File: config.mk
export PLATFORM = sky130hd
export DESIGN_NAME = phase_scheduler_flat
export DESIGN_NICKNAME = d
export VERILOG_FILES = /design/src/rtl/traffic_pkg.sv /design/src/rtl/phase_scheduler_if.sv /design/src/rtl/rr_pick4.sv /design/src/rtl/phase_scheduler.sv /design/src/flat_wrapper.sv
export SDC_FILE = /design/constraint.sdc
export NUM_CORES = 1
export LEC_CHECK = 0
export CAP_MARGIN = 20
export CORE_UTILIZATION = 60
export DETAILED_ROUTE_END_ITERATION = 6
export DONT_BUFFER_PORTS = 1
export GPL_TIMING_DRIVEN = 0
export PLACE_DENSITY = 0.8
export SLEW_MARGIN = 20
export SYNTH_ARGS = -nofsm -noshare
export SYNTH_HDL_FRONTEND = slang
export SYNTH_HIERARCHICAL = 1
export SYNTH_SLANG_ARGS = --single-unit
File: constraint.sdc
create_clock -name clk -period 4.3 [get_ports clk]
set_input_delay 0.86 -clock clk [delete_from_list [all_inputs] [get_ports clk]]
set_output_delay 0.86 -clock clk [all_outputs]
set_load 0.05 [all_outputs]
File: src/rtl/traffic_pkg.sv
// traffic_pkg: light codes, approach indices and scheduler states shared by the phase scheduler
package traffic_pkg;
    localparam logic [1:0] LIGHT_RED    = 2'b00;
    localparam logic [1:0] LIGHT_YELLOW = 2'b01;
    localparam logic [1:0] LIGHT_GREEN  = 2'b10;
    localparam int DIR_N = 0;
    localparam int DIR_S = 1;
    localparam int DIR_E = 2;
    localparam int DIR_W = 3;
    typedef enum logic [1:0] {IDLE, GREEN, YELLOW, ALL_RED} state_e;
    function automatic logic [3:0] onehot4(input logic [1:0] idx);
        return 4'b0001 << idx;
    endfunction
endpackage

File: src/rtl/phase_scheduler_if.sv
// phase_scheduler_if: sensor-side inputs and signal-head outputs of the scheduler
// EMERGENCY_PREEMPT_EN adds the emer request vector
interface phase_scheduler_if;
    logic       tick;
    logic [3:0] req;
    logic [3:0] grant;
    logic [1:0] Light_north;
    logic [1:0] Light_south;
    logic [1:0] Light_east;
    logic [1:0] Light_west;
`ifdef EMERGENCY_PREEMPT_EN
    logic [3:0] emer;
    modport master (output tick, req, emer, input grant, Light_north, Light_south, Light_east, Light_west);
    modport slave (input tick, req, emer, output grant, Light_north, Light_south, Light_east, Light_west);
`else
    modport master (output tick, req, input grant, Light_north, Light_south, Light_east, Light_west);
    modport slave (input tick, req, output grant, Light_north, Light_south, Light_east, Light_west);
`endif
endinterface

File: src/rtl/rr_pick4.sv
// rr_pick4: round-robin pick of the first pending approach at or after ptr, wrapping modulo 4
module rr_pick4
    import traffic_pkg::*;
(
    input  logic [3:0] pending_i,
    input  logic [1:0] ptr_i,
    output logic [3:0] onehot_o,
    output logic [1:0] idx_o,
    output logic       valid_o
);
    always_comb begin
        idx_o = ptr_i;
        for (int k = 3; k >= 0; k--)
            if (pending_i[ptr_i + 2'(k)]) idx_o = ptr_i + 2'(k);
        valid_o = |pending_i;
        onehot_o = valid_o ? onehot4(idx_o) : 4'b0000;
    end
endmodule

File: src/rtl/phase_scheduler.sv
// phase_scheduler: round-robin four-approach green/yellow/all-red sequencer with registered outputs
// EMERGENCY_PREEMPT_EN adds emer preemption of the green phase
module phase_scheduler
    import traffic_pkg::*;
#(
    parameter int MIN_GREEN = 5,
    parameter int MAX_GREEN = 20,
    parameter int YELLOW_T  = 3,
    parameter int ALLRED_T  = 1,
    parameter int CNT_W     = 6
) (
    input logic clk,
    input logic rst,
    phase_scheduler_if.slave bus
);
    localparam logic [CNT_W-1:0] MIN_G = CNT_W'(MIN_GREEN);
    localparam logic [CNT_W-1:0] MAX_G = CNT_W'(MAX_GREEN);
    localparam logic [CNT_W-1:0] YEL_T = CNT_W'(YELLOW_T);
    localparam logic [CNT_W-1:0] AR_T  = CNT_W'(ALLRED_T);
    state_e           state_q, state_d;
    logic [3:0]       pending_q, pending_d, grant_q, grant_d, nxt_oh, pick_oh;
    logic [CNT_W-1:0] timer_q, timer_d, t_inc, g_t;
    logic [1:0]       ptr_q, ptr_d, cur_q, cur_d, pick_ptr, pick_idx;
    logic [3:0][1:0]  light_q, light_d;
    logic             pick_v, go;
    assign t_inc    = timer_q + CNT_W'(bus.tick);
    assign g_t      = (timer_q >= MAX_G) ? MAX_G : t_inc;
    // leaving all-red searches from the approach after the one just served
    assign pick_ptr = (state_q == ALL_RED) ? cur_q + 2'd1 : ptr_q;
    rr_pick4 u_pick (
        .pending_i (pending_q),
        .ptr_i     (pick_ptr),
        .onehot_o  (pick_oh),
        .idx_o     (pick_idx),
        .valid_o   (pick_v)
    );
`ifdef EMERGENCY_PREEMPT_EN
    logic       emer_v;
    logic [1:0] emer_idx;
    assign emer_v   = |bus.emer;
    assign emer_idx = bus.emer[0] ? 2'd0 : bus.emer[1] ? 2'd1 : bus.emer[2] ? 2'd2 : 2'd3;
`endif
    always_comb begin
        state_d = state_q;
        timer_d = t_inc;
        cur_d   = cur_q;
        ptr_d   = ptr_q;
        nxt_oh  = onehot4(cur_q);
        go      = 1'b0;
        case (state_q)
            IDLE: begin
                timer_d = '0;
                if (pick_v) begin
                    state_d = GREEN;
                    cur_d   = pick_idx;
                    nxt_oh  = pick_oh;
                end
`ifdef EMERGENCY_PREEMPT_EN
                if (emer_v) begin
                    state_d = GREEN;
                    cur_d   = emer_idx;
                    nxt_oh  = onehot4(emer_idx);
                end
`endif
            end
            GREEN: begin
                timer_d = g_t;
                go = |(pending_q & ~onehot4(cur_q)) && g_t >= MIN_G && (!bus.req[cur_q] || g_t >= MAX_G);
`ifdef EMERGENCY_PREEMPT_EN
                if (emer_v) go = emer_idx != cur_q;
`endif
                if (go) begin
                    state_d = YELLOW;
                    timer_d = '0;
                end
            end
            YELLOW: if (t_inc >= YEL_T) begin
                state_d = ALL_RED;
                timer_d = '0;
            end
            ALL_RED: if (t_inc >= AR_T) begin
                timer_d = '0;
                ptr_d   = cur_q + 2'd1;
                state_d = pick_v ? GREEN : IDLE;
                cur_d   = pick_v ? pick_idx : cur_q;
                nxt_oh  = pick_oh;
`ifdef EMERGENCY_PREEMPT_EN
                if (emer_v) begin
                    ptr_d   = ptr_q;
                    state_d = GREEN;
                    cur_d   = emer_idx;
                    nxt_oh  = onehot4(emer_idx);
                end
`endif
            end
            default: state_d = IDLE;
        endcase
        grant_d = (state_d == GREEN || state_d == YELLOW) ? nxt_oh : 4'b0000;
        // the green approach neither latches its own request nor keeps it pending
        pending_d = (pending_q | (bus.req & ~(state_q == GREEN ? onehot4(cur_q) : 4'b0000)))
                  & ~(state_d == GREEN ? nxt_oh : 4'b0000);
        for (int i = 0; i < 4; i++)
            light_d[i] = grant_d[i] ? (state_d == GREEN ? LIGHT_GREEN : LIGHT_YELLOW) : LIGHT_RED;
    end
    always_ff @(posedge clk) begin
        if (!rst) begin
            state_q   <= IDLE;
            pending_q <= '0;
            timer_q   <= '0;
            ptr_q     <= '0;
            cur_q     <= '0;
            grant_q   <= '0;
            light_q   <= '0;
        end else begin
            state_q   <= state_d;
            pending_q <= pending_d;
            timer_q   <= timer_d;
            ptr_q     <= ptr_d;
            cur_q     <= cur_d;
            grant_q   <= grant_d;
            light_q   <= light_d;
        end
    end
    assign bus.grant       = grant_q;
    assign bus.Light_north = light_q[DIR_N];
    assign bus.Light_south = light_q[DIR_S];
    assign bus.Light_east  = light_q[DIR_E];
    assign bus.Light_west  = light_q[DIR_W];
endmodule

File: src/flat_wrapper.sv
// flat-port wrapper written by rule: the top's interface ports become plain ports
module phase_scheduler_flat import traffic_pkg::*;
#(
    parameter int MIN_GREEN = 5,
    parameter int MAX_GREEN = 20,
    parameter int YELLOW_T  = 3,
    parameter int ALLRED_T  = 1,
    parameter int CNT_W     = 6
)
  (clk, rst, bus_tick, bus_req, bus_grant, bus_Light_north, bus_Light_south, bus_Light_east, bus_Light_west);
  phase_scheduler_if bus_i ();
  input logic clk;
  input logic rst;
  input wire logic [$bits(bus_i.tick)-1:0] bus_tick;
  input wire logic [$bits(bus_i.req)-1:0] bus_req;
  output wire logic [$bits(bus_i.grant)-1:0] bus_grant;
  output wire logic [$bits(bus_i.Light_north)-1:0] bus_Light_north;
  output wire logic [$bits(bus_i.Light_south)-1:0] bus_Light_south;
  output wire logic [$bits(bus_i.Light_east)-1:0] bus_Light_east;
  output wire logic [$bits(bus_i.Light_west)-1:0] bus_Light_west;
  assign bus_i.tick = bus_tick;
  assign bus_i.req = bus_req;
  assign bus_grant = bus_i.grant;
  assign bus_Light_north = bus_i.Light_north;
  assign bus_Light_south = bus_i.Light_south;
  assign bus_Light_east = bus_i.Light_east;
  assign bus_Light_west = bus_i.Light_west;
  phase_scheduler #(.MIN_GREEN(MIN_GREEN), .MAX_GREEN(MAX_GREEN), .YELLOW_T(YELLOW_T), .ALLRED_T(ALLRED_T), .CNT_W(CNT_W)) u_core (.clk(clk), .rst(rst), .bus(bus_i));
endmodule
## Word-level counts from Yosys, hierarchy flattened

Cells that the tools add are included.

- Bitwise gates (word level): 7
- Add/sub/neg operators: 5
- Shift-type cells: 2
- Equality and inequality tests: 6
- $lt $le $gt $ge: 10
- Reductions and logical operators: 15
- Multiplexer cells: 37

Operators with widths:

| cell | number |
|---|---|
| $mux W2 | 12 |
| $mux W4 | 6 |
| $mux W6 | 4 |
| $pmux W6 S4 | 1 |
| $lt A2 B3 Y1 const B | 5 |
| $and A4 B4 Y4 | 3 |
| $ge A6 B5 Y1 const B | 2 |
| $not A4 Y4 | 3 |
| $reduce_and A2 Y1 | 6 |
| $bmux W1 S2 | 5 |
| $pmux W2 S4 | 1 |
| $pmux W4 S2 | 1 |
| $reduce_or A4 Y1 | 2 |
| $shl A1 B2 Y4 const A | 2 |
| $add A6 B1 Y6 | 1 |
| $eq A2 B2 Y1 const B | 3 |
| $ge A6 B1 Y1 const B | 1 |
| $ge A6 B2 Y1 const B | 1 |
| $ge A6 B3 Y1 const B | 1 |
| $mux W1 | 6 |
| $add A2 B1 Y2 const B | 2 |
| $add A2 B2 Y2 const B | 2 |
| $eq A2 B1 Y1 const B | 2 |
| $or A4 B4 Y4 | 1 |
| other kinds (7) | 9 |

- Register bits after elaboration: 28
- Output and inout port bits: 12

## Longest topological paths before layout

- Word-level depth: 16
- Depth in mapped cells: 14

## Modules after synthesis

The synthesis kept the hierarchy.

By module, submodules not included:

| module | cells an instance | instances | area each (sq um) |
|---|---|---|---|
| phase_scheduler | 192 | 1 | 1,661.6 |
| rr_pick4 | 30 | 1 | 207.7 |

## Worst setup path before layout

Ideal clock, no wire load.

- Kind: input to register
- Start point: input bus_tick
- End point: register u_core.light_q, in the netlist u_core/bus.Light_south[1]
- Path slack: 0.689 ns
- Cell stages on the path: 14
- Buffers on the path: 2
- Arrival: 3.545 ns
- Cells stage by stage: ha_1 ha_1 and2_1 a21oi_1 o32a_1 buf_2 or3_1 buf_6 o2111ai_1 a32o_1 ha_1 nand2b_1 or2_1 nor2_1

- Cells in the longest elaborated chain, start to end: 11
- Elaborated cells on any way between the ends: 21
- Those cells by class: add/sub (1); order compare (4); eq/ne (2); mux (9); reduce/logical (5)

Ends and longest elaborated chain:

| what | line | source |
|---|---|---|
| start: declaration | flat_wrapper.sv:14 | `input wire logic [$bits(bus_i.tick)-1:0] bus_tick;` |
| $add A6 B1 Y6 * | phase_scheduler.sv:26 | `assign t_inc = timer_q + CNT_W'(bus.tick);` |
| $mux W6 | phase_scheduler.sv:27 | `assign g_t = (timer_q >= MAX_G) ? MAX_G : t_inc;` |
| $ge A6 B3 Y1 or $ge A6 B5 Y1 (tied branches) | phase_scheduler.sv:68 | `go = \|(pending_q & ~onehot4(cur_q)) && g_t >= MIN_G && (!bus.req[cur_q] \|\| g_t >= MAX_G);` |
| $logic_and A1 B1 Y1 or $logic_or A1 B1 Y1 (tied branches) | phase_scheduler.sv:68 |  |
| $logic_and A1 B1 Y1 | phase_scheduler.sv:68 |  |
| $mux W2 | phase_scheduler.sv:72 | `if (go) begin` |
| $pmux W2 S4 * | phase_scheduler.sv:50 | `case (state_q)` |
| via u_core.state_d[0] | phase_scheduler.sv:20 | `state_e state_q, state_d;` |
| $eq A2 B1 Y1 or $eq A2 B2 Y1 (tied branches) | phase_scheduler.sv:98, phase_scheduler.sv:103 |  |
| $logic_or A1 B1 Y1 | phase_scheduler.sv:98 | `grant_d = (state_d == GREEN \|\| state_d == YELLOW) ? nxt_oh : 4'b0000;` |
| $mux W4 | phase_scheduler.sv:98 |  |
| $reduce_and A2 Y1 (no source line) | -- |  |
| end signal: assignment | phase_scheduler.sv:121 | `light_q <= light_d;` |
| end: declaration | phase_scheduler.sv:24 | `logic [3:0][1:0] light_q, light_d;` |

The timed path passes the listed nets; every way through them passes the cells marked *.
A chain may end at the register's enable or synchronous reset.

## Final worst setup path

Same ends and word-level chain as after synthesis.

==> results.py <==
metrics = {
    "routing": {
        "wl_per_cell_microns": 16.0,
        "vias": 1646,
        "drtPass1Iterations": 7,
        "post-route-drc-count": 3,
        "via_per_inst": 6.40,
        "wirelength_microns": 4110,
        "ant_nets": 0,
        "drtIter0Drc": 125,
    },
    "worst_setup_path": {
        "worstPathMaxFanout": 10,
        "cp_common_cell": "ha_1",
        "worst-path-stages": 14,
        "r2r_start": "u_core/timer_q[0]",
        "start_kind": "input port",
        "cp.required_ns": 4.57,
        "critPathKind": "in -> reg",
        "slowest_stage": "or3_1",
        "reg2reg_depth": 14,
        "r2r_slack_ns": 0.88,
        "crit_family": "simple AND/OR/NAND/NOR gates",
        "crit_chain": "ha_1 > ha_1 > and2_1 > a21oi_1 > o32a_1 > buf_2 > or3_1 > buf_6 > o2111ai_1 > a32o_1 > ha_1 > nand2b_1 > or2_1 > nor2_1",
        "cp_num_buf_inv": 2,
        "worstSetupStartpoint": "bus_tick",
        "r2r-end": "u_core/bus.Light_south[1]",
        "cp.arrival_ns": 3.87,
        "worstSetupEndpoint": "u_core/bus.Light_south[1]",
        "crit_path_end_kind": "flip-flop",
        "slowest_delay_ns": 0.38,
    },
    "sta": {
        "max_freq_mhz": 278,
        "fin_crit_ns": 3.60,
        "setup_viol": 0,
        "final_hold_viol_count": 0,
        "fin_crit_sh_pct": 83.6,
        "setup-tns-final_ns": 0,
        "finalMaxSlewViolations": 0,
        "slew_headroom_pct": 45.9,
        "rsz0062_at_grt": "no",
        "tightest_slew_ns": 0.808,
        "worst_slack_ns": 0.704,
        "skew_ns": 0.00643,
    },
    "synthesis": {
        "synth_common_cells": "dfxtp_1 (28), nand2_1 (28), nor2_1 (23)",
        "yosys_warnings": 6,
        "synth_edf_count": 0,
        "synth_cell_types": 57,
        "syn_nets": 241,
        "yosys-top-cells-area": "dfxtp_1 (30%), ha_1 (8.0%), nand2_1 (5.6%), nor2_1 (4.6%), a311oi_4 (4.2%)",
        "syn_area_sq_mm": 0.00187,
        "synth_cells": 222,
        "synth-seq-cells": 28,
        "synth.avg_cell_area_sq_um": 8.42,
        "synthFlopType": "dfxtp_1",
        "synth_top_area_share_pct": 30.0,
        "synthArstFlopShare_pct": 0,
        "seq_area_frac_synth_pct": 30.0,
        "synth_area_leader_cell": "dfxtp_1",
    },
    "power": {
        "power_leakage_nw": 0.773,
        "pwr-share-comb_pct": 51.6,
        "seqPwrFrac_pct": 34.6,
        "intPower_mw": 0.671,
        "switchingPower_mw": 0.584,
        "power_frac_clock_pct": 13.8,
        "vdd_ir_drop_max_mv": 0.329,
        "swShare_pct": 46.5,
        "power_density_mw_per_mm2": 640,
    },
    "floorplan": {
        "initial_core_util_pct": 65.5,
        "die_w_microns": 57.8,
        "die_y_microns": 57.8,
        "num_rows": 19,
        "fp.coreArea_sq_mm": 0.00285,
        "io_pins": 19,
        "dieArea_sq_mm": 0.00334,
    },
    "global_routing": {
        "grt_usage_pct": 26.7,
        "grt_pass1_wl_microns": 6910,
        "antenna_found_initial": 0,
        "grt_pass1_vias": 1447,
        "grt_max_degree": 17,
        "grt.overflow.total": 0,
    },
    "clocking": {
        "cts-root-buf": "clkbuf_4",
        "cts_buffer_depth": 2,
        "htree_levels": 1,
        "clk_pin_slew_ns": 0.15,
        "hold_buffers": 0,
        "cts_setup_buffers": 0,
        "cts_tree": "built",
        "cts_buffers": 3,
        "clk_latency_ns": 0.33,
        "cts.sinks": 28,
        "cts_resized": 0,
    },
    "cells_and_area": {
        "final_layout_size_suffix_gt1_share_pct": 11.1,
        "insertedDiodeCount": 0,
        "fin_nets": 246,
        "fillCellCount": 234,
        "syn_to_final_growth_pct": 4.89,
    },
    "run": {
        "maxCapViolations": 0,
    },
    "outcome": {
        "violations": "design-rule violations",
        "status": "complete, but fails checks",
    },
    "placement": {
        "numPortBuffers": 0,
        "dp_hpwl_microns": 3090,
        "routabilityCongestion": 0.862,
        "pre_cts_ws_ns": 0.397,
    },
    "hold_path": {
        "hold_class": "reg -> reg",
    },
}
metrics by stage:
stage | util (%) | power (mW) | cells | instance area (sq um) | hold slack (ns)
detailed placement | 66.9 | 1.07 | 253 | 1910 | 0.451
finish | 68.7 | 1.25 | 257 | 1960 | 0.468
floorplan | - | 0.939 | 222 | 1870 | 0.433
CTS | 68.7 | 1.25 | 257 | 1960 | 0.470
global placement | 66.9 | 1.05 | 253 | 1910 | 0.443
global route | 68.7 | 1.34 | 257 | 1960 | 0.487
cells in the final DEF, fill, tap and decap left out, drive strengths merged, types with 6 or more instances in the layout:
cell type,netlist,routed
dfxtp,28,28
nand2,28,28
inv,15,15
nand3,6,6
nor2,23,23
a21oi,7,7
buf,8,8
o21ai,15,15
clkbuf,5,8
ha,12,12
flip-flops by register name, indices dropped and copies added (netlist names):
signal and cells:
u_core/bus.Light_east 2, u_core/bus.Light_north 2, u_core/bus.Light_south 2, u_core/bus.Light_west 2, u_core/bus.grant 4, u_core/cur_q 2
u_core/pending_q 4, u_core/ptr_q 2, u_core/state_q 2, u_core/timer_q 6
worst reg2reg max path, stage by stage (launching register included):
cell and delay, ns:
dfxtp_1 0.34, ha_1 0.19, ha_1 0.30, and2_1 0.18, a21oi_1 0.07, o32a_1 0.27
buf_2 0.19, or3_1 0.38, buf_6 0.16, o2111ai_1 0.23, a32o_1 0.20, ha_1 0.23
nand2b_1 0.22, or2_1 0.30, nor2_1 0.11
metal layers:
metal	global-route usage, %	vias up	part of all wire [%]
li1	-	803	-
met1	37.4	757	43
met2	43.0	80	47
met3	3.79	6	8.8
met4	7.14	0	1.0
met5	0	-	0
cell type report:
class | count | area [sq um] | area share, %
buffer | 13 | 76.3 | 3.89
clock buffer | 3 | 22.5 | 1.15
clock inverter | 1 | 30.0 | 1.53
inverter | 15 | 56.3 | 2.87
multi-input combinational | 166 | 1180 | 60.0
sequential | 28 | 561 | 28.6
tap | 31 | 38.8 | 1.98
power by group through the flow:
stage | clock network, mW | registers, mW | logic, mW
floorplan | 0 | 0.427 | 0.512
global placement | 0 | 0.438 | 0.611
detailed placement | 0 | 0.440 | 0.630
global route | 0.189 | 0.445 | 0.709
finish | 0.173 | 0.435 | 0.647
CTS | 0.178 | 0.434 | 0.635
worst min path at each step:
stage | start | endpoint | slack [ns] | cells past startpoint
6_report | u_core/ptr_q[1] | u_core/ptr_q[1] | 0.47 | 2
5_1_grt | u_core/ptr_q[1] | u_core/ptr_q[1] | 0.49 | 2
4_1_cts | u_core/ptr_q[1] | u_core/ptr_q[1] | 0.47 | 2
3_5_place_dp | u_core/ptr_q[1] | u_core/ptr_q[1] | 0.45 | 2
3_3_place_gp | u_core/ptr_q[1] | u_core/ptr_q[1] | 0.44 | 2
2_1_floorplan | u_core/ptr_q[1] | u_core/ptr_q[1] | 0.43 | 2
logic make-up after synthesis:
family / count (synthesis) / share of synthesized area [%]
and+or+nand+nor: 80 / 20.7
AOI/OAI and AO/OA: 62 / 27.3
DFF: 28 / 30.0
buffers and inverters: 28 / 7.09
adders and majority gates: 12 / 8.03
muxes: 8 / 5.29
xor gates and xnor gates: 3 / 1.41
other: 1 / 0.201
Power figures use the tool's default switching activity.
